## src/rtl/regfile_dump_reader_if.sv

```systemverilog
// Signal bundle between the register-file dump reader, its control, the
// register file read port and the byte stream toward the transmit path.
interface regfile_dump_reader_if #(
    parameter int D = 5,
    parameter int W = 32
);
    logic         start;
    logic [D-1:0] first_addr;
    logic [D-1:0] last_addr;
    logic [D-1:0] rf_addr;
    logic [W-1:0] rf_data;
    logic [7:0]   byte_out;
    logic         byte_valid;
    logic         byte_ready;
    logic         busy;
    logic         done;

    modport master (
        input  start, first_addr, last_addr, rf_data, byte_ready,
        output rf_addr, byte_out, byte_valid, busy, done
    );

    modport slave (
        output start, first_addr, last_addr, rf_data, byte_ready,
        input  rf_addr, byte_out, byte_valid, busy, done
    );
endinterface

```

## src/rtl/regfile_dump_reader.sv

```systemverilog
// Walks a register-file address range and streams each word out LSB byte first.
// Latency: first byte valid one cycle after start; one SETUP cycle between words.
// Backpressure: byte_out/byte_valid hold until byte_ready; no bubble inside a word.
module regfile_dump_reader #(
    parameter int D = 5,
    parameter int W = 32
) (
    input  logic                   clk,
    input  logic                   rst_n,
    regfile_dump_reader_if.master  bus
);
    localparam int NB = W / 8;
    localparam int CW = (NB > 1) ? $clog2(NB) : 1;
    localparam logic [CW-1:0] CNT_LAST = CW'(NB - 1);

    typedef enum logic [1:0] {IDLE, SETUP, SEND, FINISH} state_t;

    state_t        state, state_nxt;
    logic [D-1:0]  cur;
    logic [D-1:0]  last;
    logic [D-1:0]  rf_addr_q;
    logic [W-1:0]  shift;
    logic [CW-1:0] cnt;
    logic          hs;
    logic          word_end;

    assign hs             = bus.byte_valid && bus.byte_ready;
    assign word_end       = hs && (cnt == CNT_LAST);
    assign bus.byte_valid = (state == SEND);
    assign bus.byte_out   = shift[7:0];
    assign bus.busy       = (state != IDLE);
    assign bus.done       = (state == FINISH);
    assign bus.rf_addr    = rf_addr_q;

    always_ff @(posedge clk or negedge rst_n) begin
        if (!rst_n) state <= IDLE;
        else        state <= state_nxt;
    end

    always_comb begin
        state_nxt = state;
        unique case (state)
            IDLE:    if (bus.start) state_nxt = SETUP;
            SETUP:   state_nxt = SEND;
            SEND:    if (word_end) state_nxt = (cur == last) ? FINISH : SETUP;
            FINISH:  state_nxt = IDLE;
            default: state_nxt = IDLE;
        endcase
    end

    always_ff @(posedge clk or negedge rst_n) begin
        if (!rst_n) begin
            cur       <= '0;
            last      <= '0;
            rf_addr_q <= '0;
            shift     <= '0;
            cnt       <= '0;
        end else begin
            case (state)
                IDLE: begin
                    if (bus.start) begin
                        cur       <= bus.first_addr;
                        last      <= bus.last_addr;
                        rf_addr_q <= bus.first_addr;
                    end
                end
                SETUP: begin
                    // rf_addr has been stable all cycle, so rf_data is settled here
                    shift <= bus.rf_data;
                    cnt   <= '0;
                end
                SEND: begin
                    if (hs) begin
                        shift <= shift >> 8;
                        cnt   <= cnt + 1'b1;
                        if (word_end && (cur != last)) begin
                            cur       <= cur + 1'b1;
                            rf_addr_q <= cur + 1'b1;
                        end
                    end
                end
                default: ;
            endcase
        end
    end
endmodule

```

## src/flat_wrapper.sv

```systemverilog
// flat-port wrapper written by rule: the top's interface ports become plain ports
module regfile_dump_reader_flat 
#(
    parameter int D = 5,
    parameter int W = 32
)
  (clk, rst_n, bus_start, bus_first_addr, bus_last_addr, bus_rf_data, bus_byte_ready, bus_rf_addr, bus_byte_out, bus_byte_valid, bus_busy, bus_done);
  regfile_dump_reader_if #(.D(D), .W(W)) bus_i ();
  input  logic clk;
  input  logic rst_n;
  input wire logic [$bits(bus_i.start)-1:0] bus_start;
  input wire logic [$bits(bus_i.first_addr)-1:0] bus_first_addr;
  input wire logic [$bits(bus_i.last_addr)-1:0] bus_last_addr;
  input wire logic [$bits(bus_i.rf_data)-1:0] bus_rf_data;
  input wire logic [$bits(bus_i.byte_ready)-1:0] bus_byte_ready;
  output wire logic [$bits(bus_i.rf_addr)-1:0] bus_rf_addr;
  output wire logic [$bits(bus_i.byte_out)-1:0] bus_byte_out;
  output wire logic [$bits(bus_i.byte_valid)-1:0] bus_byte_valid;
  output wire logic [$bits(bus_i.busy)-1:0] bus_busy;
  output wire logic [$bits(bus_i.done)-1:0] bus_done;
  assign bus_i.start = bus_start;
  assign bus_i.first_addr = bus_first_addr;
  assign bus_i.last_addr = bus_last_addr;
  assign bus_i.rf_data = bus_rf_data;
  assign bus_i.byte_ready = bus_byte_ready;
  assign bus_rf_addr = bus_i.rf_addr;
  assign bus_byte_out = bus_i.byte_out;
  assign bus_byte_valid = bus_i.byte_valid;
  assign bus_busy = bus_i.busy;
  assign bus_done = bus_i.done;
  regfile_dump_reader #(.D(D), .W(W)) u_core (.clk(clk), .rst_n(rst_n), .bus(bus_i));
endmodule
```

## config.mk

```make
export PLATFORM = sky130hd
export DESIGN_NAME = regfile_dump_reader_flat
export DESIGN_NICKNAME = d
export VERILOG_FILES = /design/src/rtl/regfile_dump_reader_if.sv /design/src/rtl/regfile_dump_reader.sv /design/src/flat_wrapper.sv
export SDC_FILE = /design/constraint.sdc
export NUM_CORES = 1
export LEC_CHECK = 0
export CAP_MARGIN = 0
export CORE_UTILIZATION = 30
export DETAILED_ROUTE_END_ITERATION = 16
export PLACE_DENSITY = 0.55
export SKIP_LAST_GASP = 1
export SLEW_MARGIN = 20
export SYNTH_ARGS = -nofsm -noshare
export SYNTH_HDL_FRONTEND = slang
export SYNTH_SLANG_ARGS = --single-unit
```

## constraint.sdc

```tcl
create_clock -name clk -period 3.3 [get_ports clk]
set_input_delay 0.825 -clock clk [delete_from_list [all_inputs] [get_ports clk]]
set_output_delay 0.825 -clock clk [all_outputs]
set_load 0.02 [all_outputs]
```

; Word level (Yosys, flattened, before mapping)
; Index checks and enable logic that the tools add are counted.
[word_totals]
inputBits = 46
elab_cells = 40
out_inout_bits = 16
reg_bits = 46
[op_classes]
n_addsub = 2
n_mux = 12
eq_ne = 10
reduce_logical = 11
[op_table]
columns = operator, n
row1 = $pmux W32 S2, 1
row2 = $mux W32, 1
row3 = $mux W5, 3
row4 = $pmux W5 S2, 1
row5 = $mux W2, 4
row6 = $ne A2 B2 Y1 const B, 4
row7 = $pmux W2 S4, 1
row8 = $eq A2 B2 Y1 const B, 3
row9 = $reduce_and A2 Y1, 3
row10 = $reduce_bool A2 Y1, 3
row11 = $add A5 B1 Y5 const B, 1
row12 = $eq A5 B5 Y1, 1
row13 = $ne A5 B5 Y1, 1
row14 = $pmux W2 S2, 1
row15 = $reduce_and A4 Y1, 1
row16 = $logic_and A1 B1 Y1, 3
row17 = $add A2 B1 Y2 const B, 1
row18 = $eq A2 B1 Y1 const B, 1
row19 = $logic_not A2 Y1, 1

; Depth between registers and ports, before layout
[logic_depth]
word_depth = 7
mapped_depth = 8
ltp_nobuf = 5

; Worst setup path after synthesis
; OpenSTA, ideal clock, no wires.
[synth_path]
path_type = flip-flop to output port
from = register u_core.state[0]
to = output bus_byte_valid
required_time_ns = 2.475
path_stages_with_launch = 6
t_arrival_ns = 1.059
setup_slack_ns = 1.416
path_buffers = 3
cell_sequence = dfrtp_1 -> buf_6 -> nand2b_4 -> buf_8 -> inv_4 -> buf_2
[synth_between]
elab_chain_len = 1
[synth_lines]
columns = item, line
row1 = start: declaration, regfile_dump_reader.sv:18  ; state_t state, state_nxt;
row2 = start signal: assignment, regfile_dump_reader.sv:37  ; else state <= state_nxt;
row3 = $eq A2 B2 Y1, regfile_dump_reader.sv:29  ; assign bus.byte_valid = (state == SEND);
row4 = end: declaration, flat_wrapper.sv:18  ; output wire logic [$bits(bus_i.byte_valid)-1:0] bus_byte_valid;
; No other way between the ends.

; Worst setup path after layout
; Ends and elaborated chain as after synthesis.

==> results.md <==
- Outcome: finished, final reports clean
- Period utilization: 0.7950
- Register-to-register setup slack: about 1.2 ns
- Fin. Hold Viols: 0
- Sequential-to-total area share from yosys stat: 0.4920
- Worst skew pair latency: approximately 0.30 ns
- Final ANT Viol Nets: 0
- Largest stage delay, worst path: roughly 0.63 ns
- Global-route wire length before repair: between 8 and 9 mm
- Post-synth top area share: 0.4920
- DP HPWL: around 3.5 mm
- Synth Flop Type: dfrtp_1
- Mapped Cells: about 230
- Num CTS Buffers: 5
- MaxCap Viol Count: 0
- # IOs: 62
- Async SR Flop Fraction: 1.000
- Reg2reg start: u_core.state[0]
- Register area: ~0.0012 mm2
- Initial antenna violation count: 0
- Final setup TNS: 0 ns
- F_max: 381.2 MHz
- Yosys reg bits: 46
- WL/cell: 13.45 um
- Die Height: 90.31 um
- Top cells by area, synth: dfrtp_1, mux2i_1, nand2_1, o21ai_1, buf_4
- Gr ovfl total: 0
- Sequential share of power: 0.368
- Die area: 0.008156 mm2
- Crit-path leading delay family: buffers and inverters
- CTS sink cnt: 46
- Die Width: 90.31 um
- Synth Cell Area: about 0.0023 mm2
- TritonCTS clock tree: yes
- Max-slew violation count: 0
- Post-synth EDFFs: 0
- Cell taking the most area after synthesis: dfrtp_1
- Final setup vio count: 0
- Synth-to-layout area growth: 30.48%
- Startpoint Class: register
- Net Sw Frac: 0.4096
- Vias in the first global route: 1701
- Hold Crit Depth: 2
- Internal: roughly 0.0016 W
- Buf/Inv on CP: 3
- Nets: 325
- Lkg Pwr: ~1.4 nW
- Area after DPL: 0.002945 mm2
- Critical Path RT: about 2.5 ns
- Hold buffer count at CTS: 0
- Largest net degree at the start of global routing: 49
- Hold_sp: u_core.shift[18]
- Fillers: 737
- Count leader, synth: dfrtp_1
- GRT Resource Usage Total: 0.1314
- Reg2reg path depth: 6
- HP Class: register to register
- Critical Path AT: ~1.8 ns
- DRT Pass-1 Iters: 4
- Syn Area/Cell: between 10 and 15 um2
- Antenna diodes: 0
- Slowest CP cell: clkdlybuf4s50_1
- Psw: approximately 0.0011 W
- Port buffer count: just over 60
- Core box area: 0.007408 mm2
- Layout cells sized above 1: 0.07554
- Post CTS Setup Buffer Count: 0
- Hold endpoint: u_core.shift[18]
- Finished Cell Area: 0.003053 mm2
- Total Routed Length: around 5 mm
- Maximum vdd drop: 0.0003762 V
- Maximum clock insertion buffer count: 2
- Ys Warns: 0
- Clock Skew: 0.006079 ns
- Rows: 31
- Power Dens Cells: approximately 910 mW/mm2
- Worst Tran Pin Value: 0.5988 ns
- Drc violations: 0
- Post-layout minimum cycle time: approximately 2.6 ns
- Total number of vias: 1720
- Area used by multi-input combinational logic: 0.001025 mm2
- Post-Syn Nets: 275
- Cell Chain, Critical Path: buf_4 > nand2b_4 > inv_4 > clkdlybuf4s50_1
- RSZ-0062 raised after global routing: no
- Worst r2r dst: u_core.cur[1]
- Initial core utilization: 0.3158
- First DRT Iteration DRCs: 80
- Combinational cell fraction of total power: 0.493
- Slew headroom: 0.6008
- Root buf cell: clkbuf_8
- Worst Setup End Kind: output port
- Final hold slack: 0.4871 ns
- Vias/cell: 4.562
- Clk pwr share: 0.139
- Post-CTS sizing: 0
- Library cells used by synthesis: 36
- CP Class: register to output port
- Worst-path clk slew: 0.09 ns
- Synth top cells by count: dfrtp_1, nand2_1, mux2i_1, o21ai_1, nor2_1
- CP max FO: 19
- H-tree depth reported by CTS: 2
- Final Wtd Congestion: 0.7889
==> layer usage <==
layer | vias up | GRT usage | share of wire | routed length, um
li1 | 888 | - | - | -
met1 | 778 | 0.1964 | 0.52 | 2633
met3 | 4 | 0.03199 | 0.041 | 210
met5 | - | 0 | 0 | 0
met4 | 0 | 0.04032 | 0.012 | 59
met2 | 50 | 0.1851 | 0.43 | 2165
==> state kept, by name, summed over array words and instances, names as in the netlist <==
signal and count:
u_core.cur 5, u_core.shift 32, u_core.state 2, u_core.cnt 2, u_core.last 5
==> worst max path at each step <==
stage / start / endpoint / slack (ns) / depth (start not counted)
after detailed placement: bus_byte_ready / u_core.shift[10] / 0.74 / 6
after global routing: u_core.state[0] / bus_byte_valid / 0.62 / 4
after floorplan: u_core.state[0] / bus_byte_valid / 1.42 / 5
after global placement: bus_byte_ready / u_core.shift[4] / 0.73 / 6
after CTS: u_core.state[0] / bus_byte_valid / 0.66 / 4
final: u_core.state[0] / bus_byte_valid / 0.68 / 4
==> worst register-to-register path, stage by stage, from the launching register on <==
cell	delay [ns]
dfrtp_1	0.36
buf_4	0.20
nand2b_4	0.18
buf_4	0.29
nor4_4	0.50
a21oi_2	0.15
mux2_4	0.32
==> cell type report <==
cell class              instances  share of cell area
clock inverters                 1            0.002869
repair buffers                 64              0.2066
clock buffers                   7             0.03156
inverters                       4            0.005738
multi-input cells             156              0.3357
well taps                      99             0.04057
flip-flops and latches         46              0.3770
==> power by group through the flow <==
| stage | registers (W) | logic [W] | clock network (W) |
|---|---|---|---|
| 5_1_grt | 0.00107 | 0.00153 | 0.000429 |
| 3_3_place_gp | 0.00103 | 0.00137 | 0 |
| 2_1_floorplan | 0.00101 | 0.00109 | 0 |
| 4_1_cts | 0.00103 | 0.00140 | 0.000401 |
| 3_5_place_dp | 0.00104 | 0.00139 | 0 |
| 6_report | 0.00103 | 0.00138 | 0.000389 |
==> cell usage in the layout, fill, tap and decap left out, drive strengths merged, types with 2 or more instances in the layout <==
| master | synthesis | routed |
|---|---|---|
| xor2 | 5 | 5 |
| nor2 | 12 | 12 |
| nand2 | 36 | 36 |
| buf | 19 | 4 |
| inv | 3 | 3 |
| o21ai | 28 | 28 |
| o22ai | 10 | 10 |
| clkbuf | 2 | 7 |
| nor3b | 2 | 2 |
| mux2 | 6 | 6 |
| mux2i | 24 | 24 |
| nand3 | 4 | 4 |
| clkdlybuf4s50 | 0 | 60 |
| dfrtp | 46 | 46 |
| clkinv | 1 | 2 |
| nand2b | 2 | 2 |
| a221oi | 3 | 3 |
| ha | 2 | 2 |
| a2bb2oi | 3 | 3 |
| a21oi | 12 | 12 |
==> through the flow <==
step	setup WS (ns)	total power (W)	instances	utilization
2_1_floorplan	1.416	0.002094	227	-
3_3_place_gp	0.7278	0.002398	369	0.3976
3_5_place_dp	0.7386	0.002430	369	0.3976
4_1_cts	0.6649	0.002827	377	0.4118
5_1_grt	0.6151	0.003028	377	0.4121
6_report	0.6766	0.002793	377	0.4121
==> cells by family after synthesis <==
group,count (synthesis),synth area share
buffers and inverters,25,0.07005
AOI/OAI and AO/OA,60,0.1556
muxes,30,0.1332
DFF,46,0.4920
and+or+nand+nor,59,0.1198
adders and majority gates,2,0.01069
xor gates and xnor gates,5,0.01872
(Power assumes the default switching activity.)
